**src/rtl/alu_share_pkg.sv**
```systemverilog
// Shared definitions for the two-requester ALU sharing controller.
// Holds the controller state encoding and the ALU operation codes that
// requesters place on reqN_ctrl.
package alu_share_pkg;

    // Controller states
    //   state   | meaning
    //   ST_IDLE | waiting for a request; grants and latches operands
    //   ST_EXEC | latched operands presented to the ALU for one cycle
    //   ST_RESP | captured result held for the granted requester
    typedef enum logic [1:0] {
        ST_IDLE = 2'd0,
        ST_EXEC = 2'd1,
        ST_RESP = 2'd2
    } state_t;

    // ALU operation codes. Codes from ALU_ZERO_LO up to ALU_ZERO_HI make
    // the shared ALU return zero; the equality flag is valid for every code.
    localparam logic [2:0] ALU_ADD     = 3'b000;
    localparam logic [2:0] ALU_SLL     = 3'b001;
    localparam logic [2:0] ALU_ZERO_LO = 3'b010;
    localparam logic [2:0] ALU_ZERO_HI = 3'b110;

    // Requester identifiers as stored in the grant-id register.
    localparam logic REQ_ID0 = 1'b0;
    localparam logic REQ_ID1 = 1'b1;

endpackage

```
**src/rtl/alu_share_ctrl_rr_arb2.sv**
```systemverilog
// Two-input round-robin arbiter. Produces a grant id every cycle from the
// current request vector and the last-grant record; the record only moves
// when the parent controller actually accepts a request.
module rr_arb2 (
    input  logic clk,
    input  logic rst,
    input  logic req0,
    input  logic req1,
    input  logic accept,
    output logic any_req,
    output logic gnt_id
);

    logic last_gnt_q;

    // Grant selection: contention goes to whoever did not win last time,
    // a lone requester wins regardless of history.
    always_comb begin
        any_req = req0 | req1;
        gnt_id  = 1'b0;
        if (req0 && req1) begin
            gnt_id = ~last_gnt_q;
        end else if (req1) begin
            gnt_id = 1'b1;
        end
    end

    // Last-grant record; reset value of 1 hands the first contention to req0.
    always_ff @(posedge clk) begin
        if (rst) begin
            last_gnt_q <= 1'b1;
        end else if (accept) begin
            last_gnt_q <= gnt_id;
        end
    end

endmodule

```
**src/rtl/alu_share_ctrl.sv**
```systemverilog
// Shares one combinational ALU between two requesters. A request is
// accepted in IDLE, its operands are latched and presented to the ALU in
// EXEC, and the captured result is held in RESP until the granted
// requester takes it. Accept-to-response latency is two cycles.
module alu_share_ctrl
    import alu_share_pkg::*;
#(
    parameter int DW = 32,
    parameter int CW = 3
) (
    input  logic          clk,
    input  logic          rst,

    input  logic          req0_valid,
    output logic          req0_ready,
    input  logic [DW-1:0] req0_op1,
    input  logic [DW-1:0] req0_op2,
    input  logic [CW-1:0] req0_ctrl,

    input  logic          req1_valid,
    output logic          req1_ready,
    input  logic [DW-1:0] req1_op1,
    input  logic [DW-1:0] req1_op2,
    input  logic [CW-1:0] req1_ctrl,

    output logic          resp0_valid,
    input  logic          resp0_ready,
    output logic [DW-1:0] resp0_result,
    output logic          resp0_eq,

    output logic          resp1_valid,
    input  logic          resp1_ready,
    output logic [DW-1:0] resp1_result,
    output logic          resp1_eq,

    output logic [DW-1:0] alu_op1,
    output logic [DW-1:0] alu_op2,
    output logic [CW-1:0] alu_ctrl,
    input  logic [DW-1:0] alu_out,
    input  logic          alu_eq,

    output logic          busy
);

    state_t        state_q;
    state_t        state_d;

    logic          any_req;
    logic          gnt_id;
    logic          accept;
    logic          resp_take;

    logic [DW-1:0] op1_q;
    logic [DW-1:0] op2_q;
    logic [CW-1:0] ctrl_q;
    logic          id_q;
    logic [DW-1:0] result_q;
    logic          eq_q;

    rr_arb2 u_arb (
        .clk     (clk),
        .rst     (rst),
        .req0    (req0_valid),
        .req1    (req1_valid),
        .accept  (accept),
        .any_req (any_req),
        .gnt_id  (gnt_id)
    );

    // State register.
    always_ff @(posedge clk) begin
        if (rst) begin
            state_q <= ST_IDLE;
        end else begin
            state_q <= state_d;
        end
    end

    // Next-state decode and handshake outputs. Only the granted
    // requester's resp_ready can close a transaction.
    always_comb begin
        state_d     = state_q;
        accept      = 1'b0;
        resp_take   = 1'b0;
        req0_ready  = 1'b0;
        req1_ready  = 1'b0;
        resp0_valid = 1'b0;
        resp1_valid = 1'b0;
        busy        = 1'b1;
        case (state_q)
            ST_IDLE: begin
                busy = 1'b0;
                if (any_req) begin
                    accept     = 1'b1;
                    req0_ready = (gnt_id == REQ_ID0);
                    req1_ready = (gnt_id == REQ_ID1);
                    state_d    = ST_EXEC;
                end
            end
            ST_EXEC: begin
                state_d = ST_RESP;
            end
            ST_RESP: begin
                resp0_valid = (id_q == REQ_ID0);
                resp1_valid = (id_q == REQ_ID1);
                resp_take   = (id_q == REQ_ID0) ? resp0_ready : resp1_ready;
                if (resp_take) begin
                    state_d = ST_IDLE;
                end
            end
            default: begin
                state_d = ST_IDLE;
            end
        endcase
    end

    // Operand/ctrl/id capture at acceptance; result capture on leaving EXEC.
    always_ff @(posedge clk) begin
        if (rst) begin
            op1_q    <= '0;
            op2_q    <= '0;
            ctrl_q   <= '0;
            id_q     <= 1'b0;
            result_q <= '0;
            eq_q     <= 1'b0;
        end else begin
            if (accept) begin
                id_q <= gnt_id;
                if (gnt_id == REQ_ID1) begin
                    op1_q  <= req1_op1;
                    op2_q  <= req1_op2;
                    ctrl_q <= req1_ctrl;
                end else begin
                    op1_q  <= req0_op1;
                    op2_q  <= req0_op2;
                    ctrl_q <= req0_ctrl;
                end
            end
            if (state_q == ST_EXEC) begin
                result_q <= alu_out;
                eq_q     <= alu_eq;
            end
        end
    end

    // The ALU always sees the latched operands, so its inputs only move
    // at acceptance and never glitch with requester inputs.
    always_comb begin
        alu_op1      = op1_q;
        alu_op2      = op2_q;
        alu_ctrl     = ctrl_q;
        resp0_result = result_q;
        resp0_eq     = eq_q;
        resp1_result = result_q;
        resp1_eq     = eq_q;
    end

endmodule
```
**config.mk**
```make
export PLATFORM = sky130hd
export DESIGN_NAME = alu_share_ctrl
export DESIGN_NICKNAME = d
export VERILOG_FILES = /design/src/rtl/alu_share_pkg.sv /design/src/rtl/alu_share_ctrl_rr_arb2.sv /design/src/rtl/alu_share_ctrl.sv
export SDC_FILE = /design/constraint.sdc
export NUM_CORES = 1
export LEC_CHECK = 0
export CAP_MARGIN = 20
export CORE_AREA = 3 3 121 123
export DETAILED_ROUTE_END_ITERATION = 7
export DIE_AREA = 0 0 124 126
export PLACE_DENSITY = 0.85
export SLEW_MARGIN = 20
export SYNTH_ARGS = -nofsm -noshare
export SYNTH_HDL_FRONTEND = slang
export SYNTH_HIERARCHICAL = 1
export SYNTH_SLANG_ARGS = --single-unit
```
**constraint.sdc**
```tcl
create_clock -name clk -period 1.5 [get_ports clk]
set_input_delay 0.225 -clock clk [delete_from_list [all_inputs] [get_ports clk]]
set_output_delay 0.225 -clock clk [all_outputs]
set_load 0.01 [all_outputs]
```
### After elaboration in Yosys (flattened, before gate mapping)

Cells that the tools add are included.

* logic and storage cells: 37
* register bits: 104
* input bits: 173

* bitwise gates (word level): 4
* muxes and demuxes: 18
* reduce and logical (&&, ||, !) cells: 3
* equality and inequality tests: 4

Operator list (number)
* $mux W32: 2
* $mux W1: 12
* $pmux W2 S3: 1
* $mux W2: 2
* $ne A2 B2 Y1 const B: 2
* $mux W3: 1
* $not A1 Y1: 3
* $eq A2 B1 Y1 const B: 1
* $eq A2 B2 Y1 const B: 1
* $logic_not A2 Y1: 1
* $reduce_and A2 Y1: 1
* $logic_and A1 B1 Y1: 1
* $or A1 B1 Y1: 1

### Depth between registers and ports, before layout

* depth in word-level cells: 5
* mapped depth: 8
* depth with buffers taken out: 5

### By module

Netlist, hierarchy kept.

Modules (own cells, without submodules)
* alu_share_ctrl: sequential area each 2062.0 µm², cells each 422, times used 1, area an instance 4424.2 µm²
* rr_arb2: sequential area each 20.0 µm², cells each 5, times used 1, area an instance 48.8 µm²

### Worst setup path after synthesis

Ideal clock, no wire load.

* kind: register -> register
* start point: reg u_arb.last_gnt_q
* end point: reg op1_q[0], in the netlist alu_op1[0]
* path buffers: 2
* setup time: 115 ps
* required time: 1385 ps
* slack: 206 ps
* clock period less this slack: 1294 ps
* stages on the path, launching flop included: 6
* arrival: 1178 ps
* cells stage by stage: dfxtp_1 > a21boi_1 > clkbuf_1 > buf_2 > mux2i_1 > o2bb2ai_2

* longest elaborated chain between the ends: 3

Ends and longest elaborated chain
* from (decl): line alu_share_ctrl_rr_arb2.sv:14 `logic last_gnt_q;`
* from (signal assigned): line alu_share_ctrl_rr_arb2.sv:33 `last_gnt_q <= gnt_id;`
* $not A1 Y1: line alu_share_ctrl_rr_arb2.sv:22 `gnt_id = ~last_gnt_q;`
* $mux W1: line alu_share_ctrl_rr_arb2.sv:21 `if (req0 && req1) begin`
* via gnt_id: line alu_share_ctrl.sv:49 `logic gnt_id;`
* $mux W32: line alu_share_ctrl.sv:129 `if (gnt_id == REQ_ID1) begin`
* to (signal assigned): line alu_share_ctrl.sv:130 `op1_q <= req1_op1;`
* to (signal assigned): line alu_share_ctrl.sv:134 `op1_q <= req0_op1;`
* to (decl): line alu_share_ctrl.sv:53 `logic [DW-1:0] op1_q;`

The timed path passes the listed nets, and every way through them passes these cells.
A chain may end at the register's enable or synchronous reset.

### Worst setup path after layout

* start point: reg op1_q[0], in the netlist alu_op1[0]
* end point: out alu_op1[0]

RTL lines
* to (decl): line alu_share_ctrl.sv:36 `output logic [DW-1:0] alu_op1,`

No word-level cell between the ends.

==> impl_metrics.ini <==
[worst_setup_path]
r2r_end = alu_op1[5]$_SDFFE_PP0P_
cp-end-kind = primary output
r2r_cells = 5
critical-path-top-delay-family = buffers and inverters
rr_startpoint = u_arb/last_gnt_q$_SDFFE_PP1P_
cp.required_ns = 1.27
crit_cells = 1
crit_chain = clkdlybuf4s50_1
critical_path_buf_inv_count = 1
cp_slowest_cell = clkdlybuf4s50_1
critical_path_class = reg2out
rrSetupSlack_ns = 0.14
critPathLaunchType = flop
cp_max_fo = 2
arrival_ns = 1.25
slowest_delay_ns = 0.55

[route]
drt_iter0_drc = 164
num_vias = 4211
viasPerCell = 4.72
drcViolationCount = 0
wire_per_inst_um = 16.6
dr.pass1.iters = 5
drt-total-wl_mm = 14.8
postRouteAntennaNets = 0

[cts]
clkSinkCount = 104
cts_setup_buffers = 0
htree_levels = 3
cts-root-buf = clkbuf_16
cts_made_buffers = 9
clk_path_buf_depth = 2
insertion_delay_ns = 0.34
clkTransAtPathRegs_ns = 0.07
cts_tree = done

[cells_and_area]
diodes = 0
final_common_cell = clkdlybuf4s50_1
regArea_um2 = 2090
fin_util_pct = 58.8
area_growth_syn_to_layout_pct = 81.1
drive_gt1_share_pct = 10.8
final_net_count = 880
nFillCells = 1140
multi_input_area_um2 = 1970
mostFrequentLayoutCells = clkdlybuf4s50_1, dfxtp_1, dlymetal6s2s_1, mux2i_1, nand2_1
final_area_um2 = 8100

[worst_hold_path]
hold_path_startpoint = alu_out[26]
hold_end = resp0_result[26]$_SDFFE_PP0N_
min_path_cells = 3
hold_class = in2reg

[timing]
setup_viol = 0
period_needed_ns = 1.47
finalClockSkew_ns = 0.00852
max_slew_margin_pct = 77.2
fin_crit_sh_pct = 98.1
rsz0062_at_grt = yes
slew_viol_final = 0
fmax_mhz = 679
tns_ns = 0
hold_viol = 0
worst_slew_pin_slew_ns = 0.342

[placement]
hpwl_mm = 11.5
gp_congestion = 0.768
place_area_um2 = 7630
place.port_buffers = 310

[global_route]
grt_antenna_before_repair = 1
gr-total-overflow = 0
grt_pass1_vias = 4435
grt_pass1_wl_mm = 22.3
grt_usage_pct = 18.2
grt_start_max_net_pins = 44

[floorplanning]
rows = 43
die_area_um2 = 15600
chipHeight_um = 126
core-area_um2 = 13800
die_w_um = 124
io_pins = 311
initial_core_util_pct = 32.5

[power]
peakVddDrop_mv = 0.482
powerDensity_nw_per_um2 = 954
leakage_nw = 4.25

[synthesis]
synth_top_family_by_area = compound AO/OA/AOI/OAI gates
synth_fp_nets = 600
ys_warn_count = 6
synth_cells = 427
syn_area_per_cell_um2 = 10.5
yosysSeqAreaShare_pct = 46.5
ys_ff_latch = 104
synth-adder-area-share_pct = 0
synth_compound_area_share_pct = 19.9
synthSimpleGateAreaFrac_pct = 7.78
ys_types = 27
synthMuxAreaShare_pct = 15.4
synth-xor-area-share_pct = 0
syn_area_um2 = 4470

[job]
maxCapViolations = 0

[run_status]
outcome = finished, final reports clean
[per-layer routing]
layer  global-route usage [%]  wire (um)  vias up
met5                        0         14        -
met4                     7.02        306        2
met2                     32.5       7600      216
li1                         -          -     2032
met3                     6.11       1480       21
met1                     19.5       5440     1940
[power by group]
part           leakage, nW  total, W  internal, W  switching (W)
Combinational         3.24   0.00204      0.00119       0.000844
Clock                0.152   0.00249      0.00151       0.000982
Sequential           0.856   0.00320      0.00303       0.000176
[Yosys cell counts]
library cell	instances	area (um^2)
nand2_1	66	248
nor3b_1	1	7.51
buf_1	2	7.51
or2_2	1	6.26
inv_1	2	7.51
buf_6	4	45.0
mux2i_1	69	691
inv_4	1	6.26
nand2_2	1	6.26
buf_4	37	278
a21boi_1	1	7.51
and3b_1	1	8.76
nor2_2	1	6.26
o2bb2ai_1	48	420
nand2b_1	1	6.26
a21oi_1	34	170
dfxtp_1	104	2080
clkbuf_1	7	26.3
buf_2	18	90.1
a211o_1	1	8.76
nor2_4	1	11.3
nand2b_4	1	13.8
nor2_1	2	7.51
o2bb2ai_2	19	285
nand3b_1	1	7.51
and2_1	1	6.26
nor2b_1	2	12.5
[through the flow]
| stage | power (W) | hold slack [ns] | cells | setup WS [ns] |
|---|---|---|---|---|
| 2_1_floorplan | 0.00414 | 0.319 | 427 | 0.206 |
| 3_3_place_gp | 0.00535 | 0.444 | 876 | -0.434 |
| 3_5_place_dp | 0.00540 | 0.447 | 876 | -0.451 |
| 4_1_cts | 0.00787 | 0.412 | 892 | 0.000253 |
| 5_1_grt | 0.00810 | 0.427 | 892 | -0.0245 |
| 6_report | 0.00773 | 0.433 | 892 | 0.0280 |
[area by class of cell]
type	instances	share of cell area, %
clock inverters	5	0.989
well taps	180	2.78
clock buffers	11	3.00
repair buffers	337	43.0
inverters	3	0.170
flip-flops and latches	104	25.8
multi-input cells	252	24.3
[kinds of logic after synthesis]
kind of cell           after synthesis
buffers and inverters               71
AOI/OAI and AO/OA                  103
muxes                               69
DFF                                104
and+or+nand+nor                     80
[state kept, by name, indices dropped and copies added, names as in the netlist]
name and cells:
alu_ctrl 3, alu_op1 32, alu_op2 32, id_q 1, resp0_eq 1, resp0_result 32
state_q 2, u_arb/last_gnt_q 1
[repair_timing]
item                                    4_1_cts  5_1_grt
resized for setup                            65       70
hold endpoints to repair                      0        0
pin swaps                                     1        1
endpoints found under the setup margin       94      124
hold buffers                                  0        0
[how the worst max path moves through the flow]
stage | start | end | slack, ns
after floorplan | u_arb/last_gnt_q$_SDFFE_PP1P_ | alu_op1[0]$_SDFFE_PP0P_ | 0.21
after global placement | req1_valid | req1_ready | -0.43
after detailed placement | req1_valid | req1_ready | -0.45
after CTS | req0_valid | req1_ready | 0.0003
after global routing | state_q[0]$_SDFFE_PP0P_ | req1_ready | -0.02
final | alu_op1[0]$_SDFFE_PP0P_ | alu_op1[0] | 0.03
Power figures use the tool's default switching activity.
